<file path="src/rtl/ram_port_arbiter_if.sv">
// ram_port_arbiter_if
// Bundles the three requester channels (IF, LD, ST) and the byte-wide RAM
// port that the arbiter owns.
//   if_*  : instruction fetch, always a 4-byte read
//   ld_*  : load unit, 1/2/4-byte read, data zero-extended
//   st_*  : store unit, 1/2/4-byte write, byte k = st_data[8k+7:8k]
//   mem_* : RAM port; mem_din reflects the address presented last cycle
// slave  : the arbiter side
// master : requesters + RAM side (testbench / surrounding core)
interface ram_port_arbiter_if;
  logic        if_req;
  logic [31:0] if_addr;
  logic        if_done;
  logic [31:0] if_data;

  logic        ld_req;
  logic [31:0] ld_addr;
  logic [2:0]  ld_len;
  logic        ld_done;
  logic [31:0] ld_data;

  logic        st_req;
  logic [31:0] st_addr;
  logic [2:0]  st_len;
  logic [31:0] st_data;
  logic        st_done;

  logic [7:0]  mem_din;
  logic [7:0]  mem_dout;
  logic [31:0] mem_a;
  logic        mem_wr;

  modport slave (
    input  if_req, if_addr, ld_req, ld_addr, ld_len,
           st_req, st_addr, st_len, st_data, mem_din,
    output if_done, if_data, ld_done, ld_data, st_done,
           mem_dout, mem_a, mem_wr
  );

  modport master (
    output if_req, if_addr, ld_req, ld_addr, ld_len,
           st_req, st_addr, st_len, st_data, mem_din,
    input  if_done, if_data, ld_done, ld_data, st_done,
           mem_dout, mem_a, mem_wr
  );
endinterface

</file>
<file path="src/rtl/ram_port_arbiter.sv">
// ram_port_arbiter
// Shares one byte-wide RAM port between instruction fetch, load and store.
// Multi-byte accesses are sequenced little-endian, one byte per cycle.
// Arbitration is fixed priority ST > LD > IF, except that IF jumps to the
// front after STARVE_LIMIT consecutive losses in IDLE.
// Ports:
//   clk_in          rising-edge clock
//   rst_in          asynchronous active-low reset
//   rdy_in          global ready; 0 freezes state, counters and starve
//   flush           aborts an IF read in flight, masks if_req in IDLE
//   io_buffer_full  stalls writes whose address is >= IO_BASE
//   bus             requester channels + RAM port (slave modport)
module ram_port_arbiter #(
  parameter int unsigned STARVE_LIMIT = 8,
  parameter logic [31:0] IO_BASE      = 32'h0003_0000
) (
  input  logic              clk_in,
  input  logic              rst_in,
  input  logic              rdy_in,
  input  logic              flush,
  input  logic              io_buffer_full,
  ram_port_arbiter_if.slave bus
);
  localparam int SW = $clog2(STARVE_LIMIT + 2);
  localparam logic [SW-1:0] LIMIT = SW'(STARVE_LIMIT);

  typedef enum logic [1:0] {IDLE, READ, WRITE, DONE} state_t;
  typedef enum logic [1:0] {OWN_IF, OWN_LD, OWN_ST} owner_t;

  state_t          state, state_n;
  owner_t          owner;
  logic [31:0]     addr;
  logic [2:0]      len, cnt, last;
  logic [3:0][7:0] sdata, rbuf;
  logic            issued_q, rd_full;
  logic [1:0]      issued_idx;
  logic [SW-1:0]   starve;

  logic if_live, grant_if, grant_ld, grant_st;
  logic io_stall, issue, cap, cap_last, if_abort;

  // Anything other than 1 or 2 bytes is a full word.
  function automatic logic [2:0] norm_len(input logic [2:0] l);
    return (l == 3'd1 || l == 3'd2) ? l : 3'd4;
  endfunction

  always_comb begin
    if_live  = bus.if_req && !flush;
    grant_if = if_live && ((starve >= LIMIT) || (!bus.st_req && !bus.ld_req));
    grant_st = !grant_if && bus.st_req;
    grant_ld = !grant_if && !bus.st_req && bus.ld_req;
    last     = len - 3'd1;
    io_stall = (addr >= IO_BASE) && io_buffer_full;
    issue    = (state == READ) && rdy_in && (cnt < len);
    if_abort = flush && (state == READ) && (owner == OWN_IF);
    // A byte issued last cycle lands now; this is independent of rdy_in so
    // a pause never loses a byte already on the RAM bus.
    cap      = issued_q && (state == READ);
    cap_last = cap && ({1'b0, issued_idx} == last);
  end

  always_comb begin
    state_n = state;
    if (if_abort) begin
      state_n = IDLE;
    end else if (rdy_in) begin
      case (state)
        IDLE:    if (grant_st) state_n = WRITE;
                 else if (grant_ld || grant_if) state_n = READ;
        READ:    if (rd_full || cap_last) state_n = DONE;
        WRITE:   if (!io_stall && cnt == last) state_n = DONE;
        default: state_n = IDLE;
      endcase
    end
  end

  always_ff @(posedge clk_in or negedge rst_in) begin
    if (!rst_in) state <= IDLE;
    else         state <= state_n;
  end

  always_ff @(posedge clk_in or negedge rst_in) begin
    if (!rst_in) begin
      owner      <= OWN_IF;
      addr       <= '0;
      len        <= 3'd4;
      cnt        <= '0;
      sdata      <= '0;
      rbuf       <= '0;
      issued_q   <= 1'b0;
      issued_idx <= '0;
      rd_full    <= 1'b0;
      starve     <= '0;
    end else begin
      issued_q   <= issue && !if_abort;
      issued_idx <= cnt[1:0];
      if (cap) begin
        rbuf[issued_idx] <= bus.mem_din;
        // Last byte may land while rdy_in is low; remember it for the exit.
        if (cap_last) rd_full <= 1'b1;
      end
      if (rdy_in) begin
        case (state)
          IDLE: begin
            if (!if_live || grant_if)  starve <= '0;
            else if (starve < LIMIT)   starve <= starve + SW'(1);
            if (grant_if || grant_ld || grant_st) begin
              cnt     <= '0;
              rbuf    <= '0;        // unused upper bytes read back as zero
              rd_full <= 1'b0;
              if (grant_st) begin
                owner <= OWN_ST;
                addr  <= bus.st_addr;
                len   <= norm_len(bus.st_len);
                sdata <= bus.st_data;
              end else if (grant_ld) begin
                owner <= OWN_LD;
                addr  <= bus.ld_addr;
                len   <= norm_len(bus.ld_len);
              end else begin
                owner <= OWN_IF;
                addr  <= bus.if_addr;
                len   <= 3'd4;
              end
            end
          end
          READ:    if (cnt < len) cnt <= cnt + 3'd1;
          WRITE:   if (!io_stall && cnt != last) cnt <= cnt + 3'd1;
          default: ;
        endcase
      end
    end
  end

  always_comb begin
    bus.mem_a    = addr + {29'd0, cnt};
    bus.mem_wr   = (state == WRITE) && rdy_in && !io_stall;
    bus.mem_dout = sdata[cnt[1:0]];
    bus.if_done  = (state == DONE) && (owner == OWN_IF) && !flush;
    bus.ld_done  = (state == DONE) && (owner == OWN_LD);
    bus.st_done  = (state == DONE) && (owner == OWN_ST);
    bus.if_data  = ((state == DONE) && (owner == OWN_IF) && !flush) ? rbuf : '0;
    bus.ld_data  = ((state == DONE) && (owner == OWN_LD)) ? rbuf : '0;
  end
endmodule
</file>
<file path="src/flat_wrapper.sv">
// flat-port wrapper written by rule: the top's interface ports become plain ports
module ram_port_arbiter_flat 
#(
  parameter int unsigned STARVE_LIMIT = 8,
  parameter logic [31:0] IO_BASE      = 32'h0003_0000
)
  (clk_in, rst_in, rdy_in, flush, io_buffer_full, bus_if_req, bus_if_addr, bus_ld_req, bus_ld_addr, bus_ld_len, bus_st_req, bus_st_addr, bus_st_len, bus_st_data, bus_mem_din, bus_if_done, bus_if_data, bus_ld_done, bus_ld_data, bus_st_done, bus_mem_dout, bus_mem_a, bus_mem_wr);
  ram_port_arbiter_if bus_i ();
  input  logic clk_in;
  input  logic rst_in;
  input  logic rdy_in;
  input  logic flush;
  input  logic io_buffer_full;
  input wire logic [$bits(bus_i.if_req)-1:0] bus_if_req;
  input wire logic [$bits(bus_i.if_addr)-1:0] bus_if_addr;
  input wire logic [$bits(bus_i.ld_req)-1:0] bus_ld_req;
  input wire logic [$bits(bus_i.ld_addr)-1:0] bus_ld_addr;
  input wire logic [$bits(bus_i.ld_len)-1:0] bus_ld_len;
  input wire logic [$bits(bus_i.st_req)-1:0] bus_st_req;
  input wire logic [$bits(bus_i.st_addr)-1:0] bus_st_addr;
  input wire logic [$bits(bus_i.st_len)-1:0] bus_st_len;
  input wire logic [$bits(bus_i.st_data)-1:0] bus_st_data;
  input wire logic [$bits(bus_i.mem_din)-1:0] bus_mem_din;
  output wire logic [$bits(bus_i.if_done)-1:0] bus_if_done;
  output wire logic [$bits(bus_i.if_data)-1:0] bus_if_data;
  output wire logic [$bits(bus_i.ld_done)-1:0] bus_ld_done;
  output wire logic [$bits(bus_i.ld_data)-1:0] bus_ld_data;
  output wire logic [$bits(bus_i.st_done)-1:0] bus_st_done;
  output wire logic [$bits(bus_i.mem_dout)-1:0] bus_mem_dout;
  output wire logic [$bits(bus_i.mem_a)-1:0] bus_mem_a;
  output wire logic [$bits(bus_i.mem_wr)-1:0] bus_mem_wr;
  assign bus_i.if_req = bus_if_req;
  assign bus_i.if_addr = bus_if_addr;
  assign bus_i.ld_req = bus_ld_req;
  assign bus_i.ld_addr = bus_ld_addr;
  assign bus_i.ld_len = bus_ld_len;
  assign bus_i.st_req = bus_st_req;
  assign bus_i.st_addr = bus_st_addr;
  assign bus_i.st_len = bus_st_len;
  assign bus_i.st_data = bus_st_data;
  assign bus_i.mem_din = bus_mem_din;
  assign bus_if_done = bus_i.if_done;
  assign bus_if_data = bus_i.if_data;
  assign bus_ld_done = bus_i.ld_done;
  assign bus_ld_data = bus_i.ld_data;
  assign bus_st_done = bus_i.st_done;
  assign bus_mem_dout = bus_i.mem_dout;
  assign bus_mem_a = bus_i.mem_a;
  assign bus_mem_wr = bus_i.mem_wr;
  ram_port_arbiter #(.STARVE_LIMIT(STARVE_LIMIT), .IO_BASE(IO_BASE)) u_core (.clk_in(clk_in), .rst_in(rst_in), .rdy_in(rdy_in), .flush(flush), .io_buffer_full(io_buffer_full), .bus(bus_i));
endmodule
</file>
<file path="config.mk">
export PLATFORM = sky130hd
export DESIGN_NAME = ram_port_arbiter_flat
export DESIGN_NICKNAME = d
export VERILOG_FILES = /design/src/rtl/ram_port_arbiter_if.sv /design/src/rtl/ram_port_arbiter.sv /design/src/flat_wrapper.sv
export SDC_FILE = /design/constraint.sdc
export NUM_CORES = 1
export LEC_CHECK = 0
export CORE_AREA = 3 3 127 129
export CTS_CLUSTER_DIAMETER = 100
export DETAILED_ROUTE_END_ITERATION = 6
export DIE_AREA = 0 0 130 132
export PLACE_DENSITY_LB_ADDON = 0.05
export SLEW_MARGIN = 20
export SYNTH_ARGS = -nofsm -noshare
export SYNTH_HDL_FRONTEND = slang
export SYNTH_SLANG_ARGS = --single-unit
</file>
<file path="constraint.sdc">
create_clock -name clk_in -period 4.8 [get_ports clk_in]
set_input_delay 0.96 -clock clk_in [delete_from_list [all_inputs] [get_ports clk_in]]
set_output_delay 0.96 -clock clk_in [all_outputs]
set_load 0.05 [all_outputs]
</file>
## Yosys cells after proc, flatten, opt, wreduce, memory -nomap -nowiden

Index checks and enable logic that the tools add are counted.

| operators by class | value |
|---|---|
| muxes and demuxes | 37 |
| $lt $le $gt $ge | 7 |
| equality and inequality tests | 18 |
| $add $sub $neg | 4 |
| multiply operators | 0 |
| reduce and logical (&&, ||, !) cells | 47 |
| bitwise gates (word level) | 0 |
| div/mod/pow operators | 0 |
| shifts and indexed selects | 0 |

Operators by type and width:

| cell | count |
|---|---|
| $mux W32 | 8 |
| $add A32 B3 Y32 | 1 |
| $bwmux W32 | 1 |
| $ge A32 B18 Y1 const B | 1 |
| $logic_and A1 B1 Y1 | 23 |
| $mux W3 | 7 |
| $bmux W8 S2 | 1 |
| $demux W8 S2 | 1 |
| $mux W8 | 2 |
| $mux W2 | 7 |
| $pmux W3 S3 | 1 |
| $mux W4 | 2 |
| $reduce_and A4 Y1 | 2 |
| $logic_not A1 Y1 | 7 |
| $logic_or A1 B1 Y1 | 7 |
| $eq A2 B2 Y1 const B | 3 |
| $eq A3 B1 Y1 const B | 2 |
| $eq A3 B2 Y1 const B | 2 |
| $lt A2 B3 Y1 const B | 2 |
| $mux W1 | 6 |
| $pmux W2 S3 | 1 |
| $reduce_and A3 Y1 | 2 |
| $reduce_and A5 Y1 | 1 |
| $add A4 B1 Y4 const B | 1 |
| other kinds (18) | 22 |

| storage, ports and cells | value |
|---|---|
| bits in writable memories | 0 |
| bits in latches | 0 |
| memories | 0 |
| word-level logic and storage cells | 130 |
| input port bits | 150 |
| register bits | 114 |
| bits in read-only memories | 0 |

## Longest topological paths before layout

Gate-level depths: netlist of run 1.

| logic depth | value |
|---|---|
| word-level depth | 13 |
| gate-level depth with buffers | 8 |
| gate-level depth less buffers | 8 |

## Worst setup path before layout of run 1

No wires, ideal clock.

| timing | value |
|---|---|
| path kind | register to output |
| start | register u_core.cnt[1] |
| end | output port bus_mem_a[12] |
| slack | 1137 ps |
| buffers on the path | 1 |
| arrival time | 2703 ps |
| cell stages (with the launch flop) | 8 |
| cells stage by stage | dfrtp_1 buf_2 inv_1 fa_1 inv_1 a21oi_1 or4b_1 xnor2_1 |

| between the ends | value |
|---|---|
| longest elaborated chain between the ends | 1 |

RTL lines:

| what | RTL line | text |
|---|---|---|
| start, declared | ram_port_arbiter.sv:33 | `logic [2:0] len, cnt, last;` |
| start signal, assigned | ram_port_arbiter.sv:127 | `READ: if (cnt < len) cnt <= cnt + 3'd1;` |
| start signal, assigned | ram_port_arbiter.sv:128 | `WRITE: if (!io_stall && cnt != last) cnt <= cnt + 3'd1;` |
| $add A32 B3 Y32 | ram_port_arbiter.sv:136 | `bus.mem_a = addr + {29'd0, cnt};` |
| end, declared | flat_wrapper.sv:30 | `output wire logic [$bits(bus_i.mem_a)-1:0] bus_mem_a;` |

Every way passes these cells.

## Final worst setup path of run 1

| timing | value |
|---|---|
| start | register u_core.addr[0] |
| end | output port bus_mem_a[12] |

| between the ends | value |
|---|---|
| longest elaborated chain between the ends | 1 |

RTL lines:

| what | RTL line | text |
|---|---|---|
| start, declared | ram_port_arbiter.sv:32 | `logic [31:0] addr;` |
| start signal, assigned | ram_port_arbiter.sv:113 | `addr <= bus.st_addr;` |
| start signal, assigned | ram_port_arbiter.sv:118 | `addr <= bus.ld_addr;` |
| start signal, assigned | ram_port_arbiter.sv:122 | `addr <= bus.if_addr;` |
| $add A32 B3 Y32 | ram_port_arbiter.sv:136 |  |

Every way passes these cells.

==> flow_metrics.env, run 1 <==
export IMPL_run_status="complete, no violations"
export IMPL_wirelength_mm=19.2
export IMPL_drv_slew=0
export IMPL_rows=45
export IMPL_finalNonFillerCells=1144
export IMPL_yosys_cell_types_count=51
export IMPL_cts_buffers_inserted=17
export IMPL_synthXorXnorAreaFrac=0.0479
export IMPL_finalCriticalPeriod_ns=4.27
export IMPL_hold_viol=0
export IMPL_synth_edf_count=0
export IMPL_critPathArrivalTime_ns=3.31
export IMPL_final_nets=1108
export IMPL_fmaxAchievable_mhz=234
export IMPL_post_drt_wl_per_cell_um=16.8
export IMPL_drive_gt1_frac=0.103
export IMPL_synth_top_area_frac=0.418
export IMPL_synth_top_area_cell="dfrtp_1"
export IMPL_dp_cells=1112
export IMPL_grt_total_usage=0.229
export IMPL_drc=0
export IMPL_peakVddDrop_v=0.000313
export IMPL_synthAdderAreaFrac=0.0288
export IMPL_hp_class="register to register"
export IMPL_place_hpwl_mm=14.7
export IMPL_cts_sinks=114
export IMPL_setup_viol=0
export IMPL_p_total_w=0.00564
export IMPL_placed_cell_area_mm2=0.00948
export IMPL_ys_top_cells_by_count="dfrtp_1 (113), nand2_1 (80), and2_1 (65), nor2_1 (58), mux2i_1 (44)"
export IMPL_ys_flop_type="dfrtp_1"
export IMPL_synthCells=692
export IMPL_fin_tns_setup_ns=0
export IMPL_dieWidth_um=130
export IMPL_clk_latency_ns=0.42
export IMPL_post_cts_resized=0
export IMPL_coreArea_mm2=0.0151
export IMPL_rsz0062_at_grt="no"
export IMPL_syn_area_mm2=0.00677
export IMPL_port_buffer_count=257
export IMPL_yosys_top_cells_area="dfrtp_1 (42%), mux2i_1 (6.5%), and2_1 (6.0%)"
export IMPL_avgSynthCellArea_um2=9.78
export IMPL_fin_area_mm2=0.0101
export IMPL_synth_seq_cells=114
export IMPL_synth_simple_gate_area_frac=0.201
export IMPL_finalCritPeriodShare=0.891
export IMPL_maxCapViolations=0
export IMPL_antenna_found_initial=0
export IMPL_synth_mux_area_frac=0.145
export IMPL_grt_use_met1=0.277
export IMPL_drt_initial_drc_count=326
export IMPL_use_met2=0.385
export IMPL_die_y_um=132
export IMPL_crit_path_end_kind="primary output"
export IMPL_clk_path_buf_depth=2
export IMPL_cts_root_buf="clkbuf_16"
export IMPL_first_pass_iters=5
export IMPL_path_clk_slew_ns=0.06
export IMPL_fin_skew_ns=0.00931
export IMPL_grt_pass1_vias=6313
export IMPL_postCtsSetupBuffers=0
export IMPL_cellLeakagePower_nw=4.49
export IMPL_grt_met3_usage=0.0709
export IMPL_gp_congestion=0.841
export IMPL_p_per_area_mw_per_mm2=561
export IMPL_post_drt_via_cell_ratio=5.34
export IMPL_synth_compound_area_share=0.121
export IMPL_ios=258
export IMPL_synthToLayoutAreaGrowth_pct=48.7
export IMPL_yosysMostFrequentCell="dfrtp_1"
export IMPL_cp_max_fo=5
export IMPL_diodes=0
export IMPL_grt_max_degree=67
export IMPL_htreeDepth=4
export IMPL_initial_core_util=0.447
export IMPL_top_usage_layer="met2"
export IMPL_vias=6104
export IMPL_maxSlewHeadroom=0.348
export IMPL_critPathKind="register to primary output"
export IMPL_overflow=0
export IMPL_async_reset_ff_frac=1.00
export IMPL_cp_data_required_time_ns=3.84
export IMPL_postRouteAntennaNets=0
export IMPL_critPathLaunchType="register"
export IMPL_cts_tree="done"
export IMPL_cts_hold_buf=0
export IMPL_syn_nets=857
export IMPL_ys_warn_count=0
export IMPL_worstMarginPinSlew_ns=0.976
export IMPL_synth_top_family_by_area="simple AND/OR/NAND/NOR gates"
export IMPL_ys_seq_area_frac=0.422
export IMPL_grt_pass1_wl_mm=31.2
export IMPL_dieArea_mm2=0.0172
==> worst max-delay path, stage by stage (launching register included) <==
cell and delay (ns):
dfrtp_1 0.36, ha_1 0.17, inv_1 0.05, fa_1 0.40
inv_1 0.09, a21oi_1 0.18, or4b_1 0.58, xnor2_1 0.19
clkdlybuf4s50_1 0.85
==> area by class of cell <==
type | instances | area [um2]
Timing Repair Buffer | 270 | 2620
Fill cell | 1210 | 5080
Multi-Input combinational cell | 520 | 3700
Sequential cell | 114 | 2850
Inverter | 20 | 75.1
Clock inverter | 15 | 156
Clock buffer | 17 | 425
Tap cell | 188 | 235
==> cells by family after synthesis <==
family,after synthesis
XOR/XNOR,37
AND/OR/NAND/NOR,263
buffers and inverters,58
adder cells (fa/ha/maj),15
AO/OA/AOI/OAI,121
flip-flops,114
multiplexers,84
==> flip-flops by register name, indices dropped and copies added, names as in the netlist <==
signal and flops:
u_core.len 3, u_core.state 2, u_core.issued_idx 2, u_core.addr 32, u_core.starve 4, u_core.owner 2, u_core.issued_q 1, u_core.sdata 32
u_core.cnt 3, u_core.rbuf 32, u_core.rd_full 1
==> layout by cell type, fill, tap and decap left out, types with 4 or more instances in the layout <==
cell and count:
clkdlybuf4s50_1 235, dfrtp_1 113, nand2_1 79, and2_1 65, nor2_1 58, mux2i_1 44, buf_4 35, a21o_1 32
a21oi_1 30, a211oi_1 30, xnor2_1 25, mux2_1 22, inv_1 20, clkbuf_16 17, nand4_1 14, ha_1 14
xor2_1 12, mux2_2 10, mux4_2 8, o21ai_0 8, nand3_1 7, nor3_1 7, clkinvlp_4 5, and3_1 4
nand2b_1 4, inv_6 4
==> per-layer routing <==
layer  wire length [um]  vias to the layer above
met5                  0                        -
met2               9540                      263
met4                404                        0
li1                   -                     2931
met3               1640                       31
met1               7610                     2879
==> power breakdown <==
group          internal (W)  switching, W  leakage (nW)  total, W
clock              0.000765      0.000468         0.272   0.00123
combinational       0.00111       0.00165          2.77   0.00277
sequential          0.00132      0.000327          1.45   0.00165
total               0.00320       0.00245          4.49   0.00564
==> metrics by stage <==
step | utilization | hold WS (ns) | setup slack [ns]
after floorplan | - | 0.404 | 1.14
after global routing | 0.665 | 0.495 | 0.366
after CTS | 0.665 | 0.486 | 0.503
after detailed placement | 0.626 | 0.473 | 0.712
after global placement | 0.626 | 0.469 | 0.853
final | 0.665 | 0.484 | 0.525
==> worst paths after layout <==
kind                                  start               end  slack [ns]  cells after the start
max                          u_core.addr[0]     bus_mem_a[12]        0.53                      8
min                          u_core.addr[2]    u_core.addr[2]        0.48                      1
max reg2reg                u_core.starve[3]    u_core.addr[0]        2.43                      6
min reg2reg                  u_core.addr[2]    u_core.addr[2]        0.48                      1
max in group asynchronous            rst_in   u_core.rbuf[30]        3.27                      2
min in group asynchronous            rst_in  u_core.sdata[17]        0.63                      1
Note: power is estimated with default switching activity, not from simulation.
==> run 2: changes to the inputs <==
--- a/config.mk
+++ b/config.mk
@@ -5,12 +5,12 @@
 export SDC_FILE = /design/constraint.sdc
 export NUM_CORES = 1
 export LEC_CHECK = 0
-export CORE_AREA = 3 3 127 129
+export CORE_AREA = 3 3 123 125
 export CTS_CLUSTER_DIAMETER = 100
 export DETAILED_ROUTE_END_ITERATION = 6
-export DIE_AREA = 0 0 130 132
+export DIE_AREA = 0 0 126 128
 export PLACE_DENSITY_LB_ADDON = 0.05
-export SLEW_MARGIN = 20
+export SLEW_MARGIN = 5
 export SYNTH_ARGS = -nofsm -noshare
 export SYNTH_HDL_FRONTEND = slang
 export SYNTH_SLANG_ARGS = --single-unit
==> flow_metrics.env, run 2 (synthesis results as in run 1) <==
export IMPL_clk_path_buf_depth=2
export IMPL_antenna_found_initial=0
export IMPL_reg2reg_slack_ns=2.34
export IMPL_initial_core_util=0.484
export IMPL_grt_pass1_vias=6298
export IMPL_setup_viol=0
export IMPL_port_buffer_count=257
export IMPL_whs_ns=0.486
export IMPL_path_clk_slew_ns=0.05
export IMPL_power_frac_clock=0.219
export IMPL_drive_gt1_frac=0.0950
export IMPL_r2r_start="u_core.state[0]"
export IMPL_hold_viol=0
export IMPL_drc=0
export IMPL_layout_common_cells="clkdlybuf4s50_1 (238), dfrtp_1 (113), nand2_1 (79)"
export IMPL_peakVddDrop_v=0.000463
export IMPL_cts_sinks=114
export IMPL_cts_root_buf="clkbuf_16"
export IMPL_cts_tree="done"
export IMPL_dieWidth_um=126
export IMPL_n_fill_cell=1041
export IMPL_place_hpwl_mm=14.2
export IMPL_r2r_end="u_core.owner[0]"
export IMPL_dieArea_mm2=0.0161
export IMPL_cellLeakagePower_nw=4.51
export IMPL_diodes=0
export IMPL_final_nets=1111
export IMPL_fin_ws_ns=0.606
export IMPL_post_drt_via_cell_ratio=5.31
export IMPL_drv_slew=0
export IMPL_p_seq_frac=0.292
export IMPL_largestRegisters="u_core.addr: 32 flops, u_core.rbuf: 32 flops, u_core.sdata: 32 flops"
export IMPL_critPathKind="register to primary output"
export IMPL_finalCritPeriodShare=0.874
export IMPL_wirelength_mm=19.1
export IMPL_final_seq_area_mm2=0.00285
export IMPL_fin_skew_ns=0.00694
export IMPL_switching_share=0.424
export IMPL_maxCapViolations=0
export IMPL_grt_total_usage=0.240
export IMPL_cp_max_fo=5
export IMPL_htreeDepth=4
export IMPL_final_common_cell="clkdlybuf4s50_1"
export IMPL_critPathArrivalTime_ns=3.23
export IMPL_coreArea_mm2=0.0140
export IMPL_r2r_worst_path_cells=7
export IMPL_multi_input_area_mm2=0.00370
export IMPL_grt_pass1_wl_mm=31.2
export IMPL_comb_power_share=0.490
export IMPL_synthToLayoutAreaGrowth_pct=48.8
export IMPL_post_drt_wl_per_cell_um=16.8
export IMPL_power_switching_w=0.00239
export IMPL_finalCriticalPeriod_ns=4.19
export IMPL_grt_max_degree=69
export IMPL_gp_congestion=0.817
export IMPL_min_path_cells=1
export IMPL_dpl_worst_slack_ns=0.736
export IMPL_critPathLaunchType="register"
export IMPL_rsz0062_at_grt="no"
export IMPL_hold_path_end="u_core.sdata[15]"
export IMPL_drt_initial_drc_count=376
export IMPL_cp_data_required_time_ns=3.84
export IMPL_fmaxAchievable_mhz=238
export IMPL_fin_tns_setup_ns=0
export IMPL_vias=6048
export IMPL_die_y_um=128
export IMPL_fin_area_mm2=0.0101
export IMPL_run_status="complete, no violations"
export IMPL_finalNonFillerCells=1138
export IMPL_hp_class="register to register"
export IMPL_worstMarginPinSlew_ns=1.15
export IMPL_first_pass_iters=6
export IMPL_overflow=0
export IMPL_ios=258
export IMPL_post_cts_resized=0
export IMPL_postRouteAntennaNets=0
export IMPL_maxSlewHeadroom=0.231
export IMPL_clk_latency_ns=0.41
export IMPL_postCtsSetupBuffers=0
export IMPL_p_per_area_mw_per_mm2=560
export IMPL_p_int_w=0.00325
export IMPL_placed_cell_area_mm2=0.00950
export IMPL_cts_buffers_inserted=17
export IMPL_hp_start="u_core.sdata[15]"
export IMPL_dp_cells=1107
export IMPL_crit_path_end_kind="primary output"
export IMPL_rows=43
export IMPL_cts_hold_buf=0
==> run 2: changes by cell type in the layout (fill, tap and decap cells not counted), sizes merged <==
cell | previous run | this run
clkinv | 4 | 1
clkinvlp | 5 | 1
clkdlybuf4s50 | 235 | 238
inv | 24 | 20
clkbuf | 17 | 27
==> run 2: power groups by stage <==
stage | Combinational [W] | Clock [W] | Sequential, W
after floorplan | 0.00193 | 0 | 0.00156
final | 0.00276 | 0.00123 | 0.00165
after detailed placement | 0.00276 | 0 | 0.00165
after global placement | 0.00271 | 0 | 0.00163
after global routing | 0.00296 | 0.00129 | 0.00170
after CTS | 0.00279 | 0.00124 | 0.00164
==> run 2: cell type report <==
class | count | area share
multi-input combinational | 520 | 0.367
sequential | 114 | 0.283
timing repair buffer | 273 | 0.263
clock buffer | 27 | 0.0499
tap | 180 | 0.0224
inverter | 20 | 0.00745
clock inverter | 4 | 0.00720
==> run 2: worst max-delay path: stages, from the launching register on <==
cell             delay (ns)
dfrtp_1                0.35
ha_1                   0.17
inv_1                  0.06
fa_1                   0.40
inv_1                  0.09
a21oi_1                0.17
or4b_1                 0.57
xnor2_1                0.16
clkdlybuf4s50_1        0.85
==> run 2: worst max-delay path by stage <==
| stage | startpoint | end | slack [ns] | cells past startpoint |
|---|---|---|---|---|
| 2_1_floorplan | u_core.cnt[1] | bus_mem_a[12] | 1.14 | 7 |
| 3_3_place_gp | flush | bus_if_data[8] | 0.80 | 5 |
| 3_5_place_dp | flush | bus_if_data[13] | 0.74 | 5 |
| 4_1_cts | u_core.addr[0] | bus_mem_a[12] | 0.57 | 8 |
| 5_1_grt | u_core.addr[0] | bus_mem_a[30] | 0.43 | 9 |
| 6_report | u_core.addr[0] | bus_mem_a[12] | 0.61 | 8 |
==> run 2: metal layers <==
metal | share of wire | wire [um] | track usage | vias up
li1 | - | - | - | 2937
met1 | 0.40 | 7590 | 0.284 | 2850
met2 | 0.52 | 9830 | 0.426 | 230
met3 | 0.070 | 1340 | 0.0629 | 31
met4 | 0.016 | 311 | 0.0770 | 0
met5 | 0 | 0 | 0 | -
==> run 2: through the flow <==
step | utilization | total power [W]
global placement | 0.679 | 0.00433
CTS | 0.720 | 0.00567
global route | 0.720 | 0.00595
finish | 0.720 | 0.00564
floorplan | - | 0.00348
detailed placement | 0.679 | 0.00441
==> run 3: changes to the inputs <==
--- a/config.mk
+++ b/config.mk
@@ -5,10 +5,10 @@
 export SDC_FILE = /design/constraint.sdc
 export NUM_CORES = 1
 export LEC_CHECK = 0
-export CORE_AREA = 3 3 123 125
+export CORE_AREA = 3 3 133 135
 export CTS_CLUSTER_DIAMETER = 100
 export DETAILED_ROUTE_END_ITERATION = 6
-export DIE_AREA = 0 0 126 128
+export DIE_AREA = 0 0 136 138
 export PLACE_DENSITY_LB_ADDON = 0.05
 export SLEW_MARGIN = 5
 export SYNTH_ARGS = -nofsm -noshare
==> constraint.sdc (replaced) <==
create_clock -name clk_in -period 3.4 [get_ports clk_in]
set_input_delay 0.68 -clock clk_in [delete_from_list [all_inputs] [get_ports clk_in]]
set_output_delay 0.68 -clock clk_in [all_outputs]
set_load 0.05 [all_outputs]
==> flow_metrics.env, run 3 (synthesis results as in run 1) <==
export IMPL_run_status="complete, no violations"
export IMPL_cp_common_cell="inv_1"
export IMPL_setup_viol=0
export IMPL_ios=258
export IMPL_crit_slowest_cell="or4b_4"
export IMPL_grt_pass1_wl_mm=32.0
export IMPL_coreArea_mm2=0.0166
export IMPL_clk_path_buf_depth=2
export IMPL_crit_path_cell_trace="ha_1, inv_1, fa_1, inv_1, a21oi_2, or4b_4, xnor2_2, buf_12"
export IMPL_final_common_cell="clkdlybuf4s50_1"
export IMPL_htreeDepth=4
export IMPL_first_pass_iters=5
export IMPL_path_clk_slew_ns=0.06
export IMPL_antenna_found_initial=0
export IMPL_finalCriticalPeriod_ns=3.27
export IMPL_die_y_um=138
export IMPL_rows=47
export IMPL_wirelength_mm=19.9
export IMPL_hold_viol=0
export IMPL_dp_cells=1143
export IMPL_grt_pass1_vias=6265
export IMPL_port_buffer_count=257
export IMPL_overflow=0
export IMPL_worstMarginPinSlew_ns=0.877
export IMPL_crit_path_end_kind="primary output"
export IMPL_drive_gt1_frac=0.186
export IMPL_max_stage_delay_ns=0.56
export IMPL_drt_initial_drc_count=329
export IMPL_maxCapViolations=0
export IMPL_p_per_area_mw_per_mm2=759
export IMPL_grt_total_usage=0.213
export IMPL_critical_path_top_delay_family="adder cells"
export IMPL_vias=6066
export IMPL_cellLeakagePower_nw=4.95
export IMPL_rsz0062_at_grt="yes"
export IMPL_fin_skew_ns=0.00635
export IMPL_whs_ns=0.282
export IMPL_diodes=0
export IMPL_maxSlewHeadroom=0.412
export IMPL_fmaxAchievable_mhz=305
export IMPL_gp_congestion=0.841
export IMPL_cts_tree="done"
export IMPL_crit_buf_inv=3
export IMPL_largestRegisters="u_core.addr: 32 flops, u_core.rbuf: 32 flops, u_core.sdata: 32 flops"
export IMPL_place_hpwl_mm=15.4
export IMPL_peakVddDrop_v=0.000503
export IMPL_post_drt_via_cell_ratio=5.16
export IMPL_critPathLaunchType="register"
export IMPL_finalNonFillerCells=1175
export IMPL_clk_latency_ns=0.42
export IMPL_cts_buffers_inserted=17
export IMPL_n_fill_cell=1306
export IMPL_critPathArrivalTime_ns=2.59
export IMPL_final_nets=1107
export IMPL_cp_max_fo=5
export IMPL_cts_hold_buf=0
export IMPL_grt_max_degree=53
export IMPL_drv_slew=0
export IMPL_drc=0
export IMPL_postRouteAntennaNets=0
export IMPL_cts_sinks=114
export IMPL_post_drt_wl_per_cell_um=16.9
export IMPL_hp_class="input pin to async pin"
export IMPL_dieWidth_um=136
export IMPL_dieArea_mm2=0.0188
export IMPL_cts_root_buf="clkbuf_16"
export IMPL_layout_common_cells="clkdlybuf4s50_1 (158), dfrtp_1 (113), buf_12 (99)"
export IMPL_synthToLayoutAreaGrowth_pct=64.7
export IMPL_finalCritPeriodShare=0.963
export IMPL_initial_core_util=0.408
export IMPL_critPathKind="register to primary output"
export IMPL_cp_data_required_time_ns=2.72
-- run 3: cell types whose count changed in the layout (fill, tap and decap cells not counted), moves of 2 or more --
cell,change
buf_12,+99
clkdlybuf4s50_1,-80
buf_4,-23
inv_6,+7
clkbuf_1,-6
clkbuf_8,-4
inv_8,+4
bufinv_16,-2
clkinv_4,+2
-- run 3: what timing repair did --
item | CTS | global route
hold endpoints to repair | 0 | 0
pin swaps | 0 | 1
buffers inserted | 0 | 0
setup endpoints to repair | 1 | 4
resized for setup | 1 | 3
-- run 3: stage by stage --
step                      setup slack, ns  total power (W)   util  setup TNS [ns]  instance area, um2
after detailed placement            0.406          0.00677  0.637               0               10600
after global routing              -0.0110          0.00893  0.672         -0.0110               11100
after floorplan                    0.0170          0.00492      -               0                6770
after global placement              0.522          0.00664  0.637               0               10600
final                               0.126          0.00846  0.672               0               11100
after CTS                          0.0112          0.00851  0.671               0               11100
-- run 3: area by class of cell --
| cell class | instances | area, um2 | area share |
|---|---|---|---|
| tap | 220 | 275 | 0.0247 |
| timing repair buffer | 269 | 3650 | 0.328 |
| inverter | 20 | 75.1 | 0.00673 |
| multi-input combinational | 520 | 3730 | 0.334 |
| clock inverter | 15 | 136 | 0.0122 |
| sequential | 114 | 2850 | 0.256 |
| clock buffer | 17 | 425 | 0.0382 |
-- run 3: per-layer routing --
layer,track usage,vias to the layer above,part of all wire
li1,-,2923,-
met3,0.0600,22,0.064
met2,0.369,222,0.52
met1,0.260,2899,0.40
met4,0.0578,0,0.016
met5,0,-,0
-- run 3: path summary, 6_finish.rpt --
kind / startpoint / to / slack (ns) / cells after the start
min in group clk_in: u_core.sdata[21] / u_core.sdata[21] / 0.49 / 1
max in group asynchronous: rst_in / u_core.len[2] / 2.21 / 2
max reg2reg: u_core.state[1] / u_core.addr[2] / 1.19 / 7
min reg2reg: u_core.sdata[21] / u_core.sdata[21] / 0.49 / 1
max: u_core.addr[0] / bus_mem_a[12] / 0.13 / 8
min: rst_in / u_core.rbuf[15] / 0.28 / 1
-- run 3: where the power goes --
| part | leakage (nW) | total (W) | switching (W) | internal [W] |
|---|---|---|---|---|
| clock network | 0.278 | 0.00169 | 0.000724 | 0.000966 |
| registers | 1.45 | 0.00233 | 0.000465 | 0.00186 |
| logic | 3.22 | 0.00444 | 0.00244 | 0.00200 |
| total | 4.95 | 0.00846 | 0.00363 | 0.00483 |
==> variant 1, RTL diff (settings of run 3) <==
The 4 states of `state_t` get a Gray code encoding in 2 bits.
--- a/src/rtl/ram_port_arbiter.sv
+++ b/src/rtl/ram_port_arbiter.sv
@@ -26,3 +26,3 @@
 
-  typedef enum logic [1:0] {IDLE, READ, WRITE, DONE} state_t;
+  typedef enum logic [1:0] {IDLE = 2'b00, READ = 2'b01, WRITE = 2'b11, DONE = 2'b10} state_t;
   typedef enum logic [1:0] {OWN_IF, OWN_LD, OWN_ST} owner_t;
Formal check against the unedited RTL: no difference found for any inputs over 4 cycles, from zero or initial values and one cycle with rst_in low; so few cycles prove little.
==> variant 1 against run 3 <==
Cell area up 1.4%; synthesized cell count down 4.6%; critical path depth up 1; total power down 2.0%; sequential cell count unchanged; wire length down 0.43%; sequential share of layout area down 0.35 points; setup slack worse by 6.5 ps; fmax down 0.20%; synthesized area about the same; count of clock-buffer cells in the layout unchanged; hold slack better by 110 ps; largest cell class unchanged; highest routed layer unchanged.
==> variant 1: results (changes against run 3) <==
* CP peak stage delay at 360 ps (-200 ps)
* Cell count after synthesis at 660 (-4.6%)
* Critical R2R Capture: u_core.cnt[0]
* Worst-margin pin slew at 939 ps (+62.6 ps)
* Detailed Routing Iterations Pass 1 at 4 (-1)
* Fin nets at 1072 (-3.2%)
* Largest net degree at the start of global routing at 71 (+34%)
* Slack of the critical path at 119 ps (-6.48 ps)
* Syn_area_per_cell at 10.3 µm² (+4.9%)
* DR WL/cell at 17.3 µm (+2.3%)
* Top cells by count, synth: dfrtp_1, nor2_1, mux2i_1
* Met3 wire length at 1170 µm (-7.5%)
* Crit path capture: bus_mem_a[10]
* Sequential power share at 28.8% (+1.3 points)
* Placed Instance Area at 10600 µm² (+0.34%)
* Placed wire-length estimate at 15200 µm (-1.0%)
* Metal-1 WL at 7930 µm (-1.3%)
* Crit. Startpoint: u_core.cnt[0]
* First-pass GRT wire length at 31500 µm (-1.3%)
* RD Place Congestion at 0.821 (-2.3%)
* Status: completed
* Synth Net Count at 821 (-4.2%)
* Post-CTS Setup Bufs at 1 (+1)
* Vias per cell at 5.11 (-1.1%)
* Leak at 0.00512 µW (+3.5%)
* Share of layout cells above drive strength 1 at 21.5% (+2.9 points)
* DR top layer: met4
* Hold WS at 393 ps (+110 ps)
* CTS resizes at 7 (+6)
* Crit path arrival time at 2600 ps (about the same)
* Dpl ws at 356 ps (-49.3 ps)
* Slowest-stage cell, CP: dfrtp_1
* Clock Skew at 9.55 ps (+3.20 ps)
* GRT Overall Usage at 21.1% (-0.23 points)
* Reg-to-Reg Start: u_core.len[2]
* Count of cell types in the netlist at 62 (+22%)
* Switching pwr at 3470 µW (-4.4%)
## variant 1: cell count changes after synthesis, moves of 9 or more
cell      before  now
nand3_1        7   17
nand2_1       80   28
mux2_2        10    1
mux2i_1       44   65
buf_2          5   15
mux2_1        22   32
clkbuf_1      28   15
a21oi_1       31    7
nor2_1        58   77
## variant 1: routing by layer
layer	vias to the layer above	GRT usage (%)
met5	-	0
met3	23	5.70
met2	165	37.1
met4	0	5.62
met1	2841	25.4
li1	2814	-
## variant 1: logic make-up after synthesis
logic type	share of synthesized area [%]
buffers and inverters	4.21
flip-flops	42.1
AO/OA/AOI/OAI	10.3
AND/OR/NAND/NOR	18.6
multiplexers	17.7
adder cells (fa/ha/maj)	2.14
XOR/XNOR	4.88
## variant 1: layout make-up
cell class | instances | area [µm²]
tap | 220 | 275
sequential | 114 | 2850
clock buffer | 17 | 425
fill | 1295 | 5280
inverter | 20 | 75.1
timing repair buffer | 272 | 3670
clock inverter | 15 | 159
multi-input combinational | 486 | 3850
==> variant 2, RTL diff (flow settings as in run 3) <==
Made on the original files. `STARVE_LIMIT` is set to 8 in 2 places; all go to 4.
--- a/src/rtl/ram_port_arbiter.sv
+++ b/src/rtl/ram_port_arbiter.sv
@@ -13,3 +13,3 @@
 module ram_port_arbiter #(
-  parameter int unsigned STARVE_LIMIT = 8,
+  parameter int unsigned STARVE_LIMIT = 4,
   parameter logic [31:0] IO_BASE      = 32'h0003_0000
--- a/src/flat_wrapper.sv
+++ b/src/flat_wrapper.sv
@@ -3,3 +3,3 @@
 #(
-  parameter int unsigned STARVE_LIMIT = 8,
+  parameter int unsigned STARVE_LIMIT = 4,
   parameter logic [31:0] IO_BASE      = 32'h0003_0000
Behaviour: no difference found for any inputs over 4 cycles, from zero or initial values and one cycle with rst_in low; that may be too few to reach the edited logic, so the function may still have changed.
==> variant 2 against run 3 <==
Count of clock-buffer cells in the layout unchanged; cell area up 0.40%; clock power grew 5%; highest routed layer unchanged; sequential cell count down 1; fmax rose by 2.0%; critical path depth increased by 1; synthesized area down 0.57%; wire length down 0.17%; cell count decreased by 0.60%; setup slack improved by 64 ps; total power is 1.4% higher; die area unchanged; largest power group unchanged; global-route usage shrank 0.28 points.
==> variant 2: results (changes against run 3) <==
* Status: completed
* Count of cell types in the netlist at 55 (+7.8%)
* RD Place Congestion at 0.817 (-2.8%)
* Cell count after synthesis at 680 (-1.7%)
* Total of fill cells in the finished design at 1291 (-1.1%)
* Share of layout cells above drive strength 1 at 22.8% (+4.2 points)
* Top cells by count, synth: dfrtp_1, nand2_1, and2_1
* Dpl ws at 213 ps (-193 ps)
* Crit path arrival time at 2530 ps (-60 ps)
* Largest net degree at the start of global routing at 70 (+32%)
* DR WL/cell at 17.0 µm (+0.43%)
* Fin nets at 1099 (-0.72%)
* GRT Overall Usage at 21.1% (-0.28 points)
* Slowest-stage cell, CP: dfrtp_2
* Detailed Routing Iterations Pass 1 at 4 (-1)
* Placed wire-length estimate at 15500 µm (+1.0%)
* Max transition margin at 44.3% (+3.1 points)
* Synth Net Count at 845 (-1.4%)
* Clock Skew at 10.5 ps (+4.12 ps)
* Initial antenna violation count at 1 (+1)
* Vias in the first global route at 6204 (-0.97%)
* Vias at 5985 (-1.3%)
* Maximum VDD drop at 461 µV (-8.3%)
* Final non-filler cell total at 1168 (-0.60%)
* Ranking of synthesized cells by area: dfrtp_1, mux2i_1, and2_1
* CP peak stage delay at 430 ps (-130 ps)
* Worst-path fanout max at 7 (+2)
==> variant 2: final timing paths <==
path	startpoint	endpoint	slack, ps	cells after the start
worst max-delay path	u_core.cnt[1]	bus_mem_a[28]	190	9
worst min-delay path	rst_in	u_core.sdata[26]	260	1
worst max register to register	u_core.addr[28]	u_core.cnt[0]	1230	5
worst min register to register	u_core.addr[0]	u_core.addr[0]	490	1
max in group asynchronous	rst_in	u_core.rbuf[23]	2350	2
min in group clk_in	u_core.addr[0]	u_core.addr[0]	490	1
==> variant 2: report_power, final <==
part / switching [µW] / internal, µW
Clock: 683 / 1100
Combinational: 2390 / 2070
Sequential: 490 / 1850
Total: 3560 / 5020
==> variant 2: metal layers <==
layer  part of all wire, %  track usage [%]  up-vias
met4                   2.0             7.37        0
met3                   7.4             6.72       27
met2                    50             36.1      209
li1                      -                -     2886
met1                    40             24.7     2863
met5                     0                0        -
==> variant 2: cells by family (layout without fill, tap and decap cells) <==
logic type	after synthesis	in the layout	share of synthesized area (%)
flops	113	113	42.0
buf+inv	56	323	3.70
fa+ha+maj	15	15	2.90
compound gates	120	120	12.8
simple gates	254	254	19.1
mux	85	85	14.7
xor+xnor	37	37	4.82
other cells	0	1	0
==> variant 2: what timing repair did <==
action / 4_1_cts / 5_1_grt
pin swaps: 1 / 3
setup endpoints to repair: 8 / 9
setup buffers: 1 / 2
gates resized for setup: 3 / 10
==> variant 2: cell type report <==
class	count	share of cell area, %
diodes	1	0.0224
clock buffers	17	3.80
clock inverters	15	1.52
inverters	16	0.537
multi-input cells	511	33.2
flip-flops and latches	113	25.3
well taps	220	2.46
repair buffers	275	33.2
==> variant 2: per-stage QoR <==
stage	total power, µW	util, %	instance area, µm²
finish	8580	67.5	11200
global route	9040	67.5	11200
CTS	8630	67.1	11100
detailed placement	6810	63.4	10500
global placement	6690	63.4	10500
floorplan	4970	-	6730
==> variant 2: worst max-delay path, delay by kind of cell (launching register included) <==
family          cells  cell delay, ps
buf+inv             3             460
simple gates        3             340
fa+ha+maj           1             410
flops               1             430
compound gates      1             220
xor+xnor            1             260
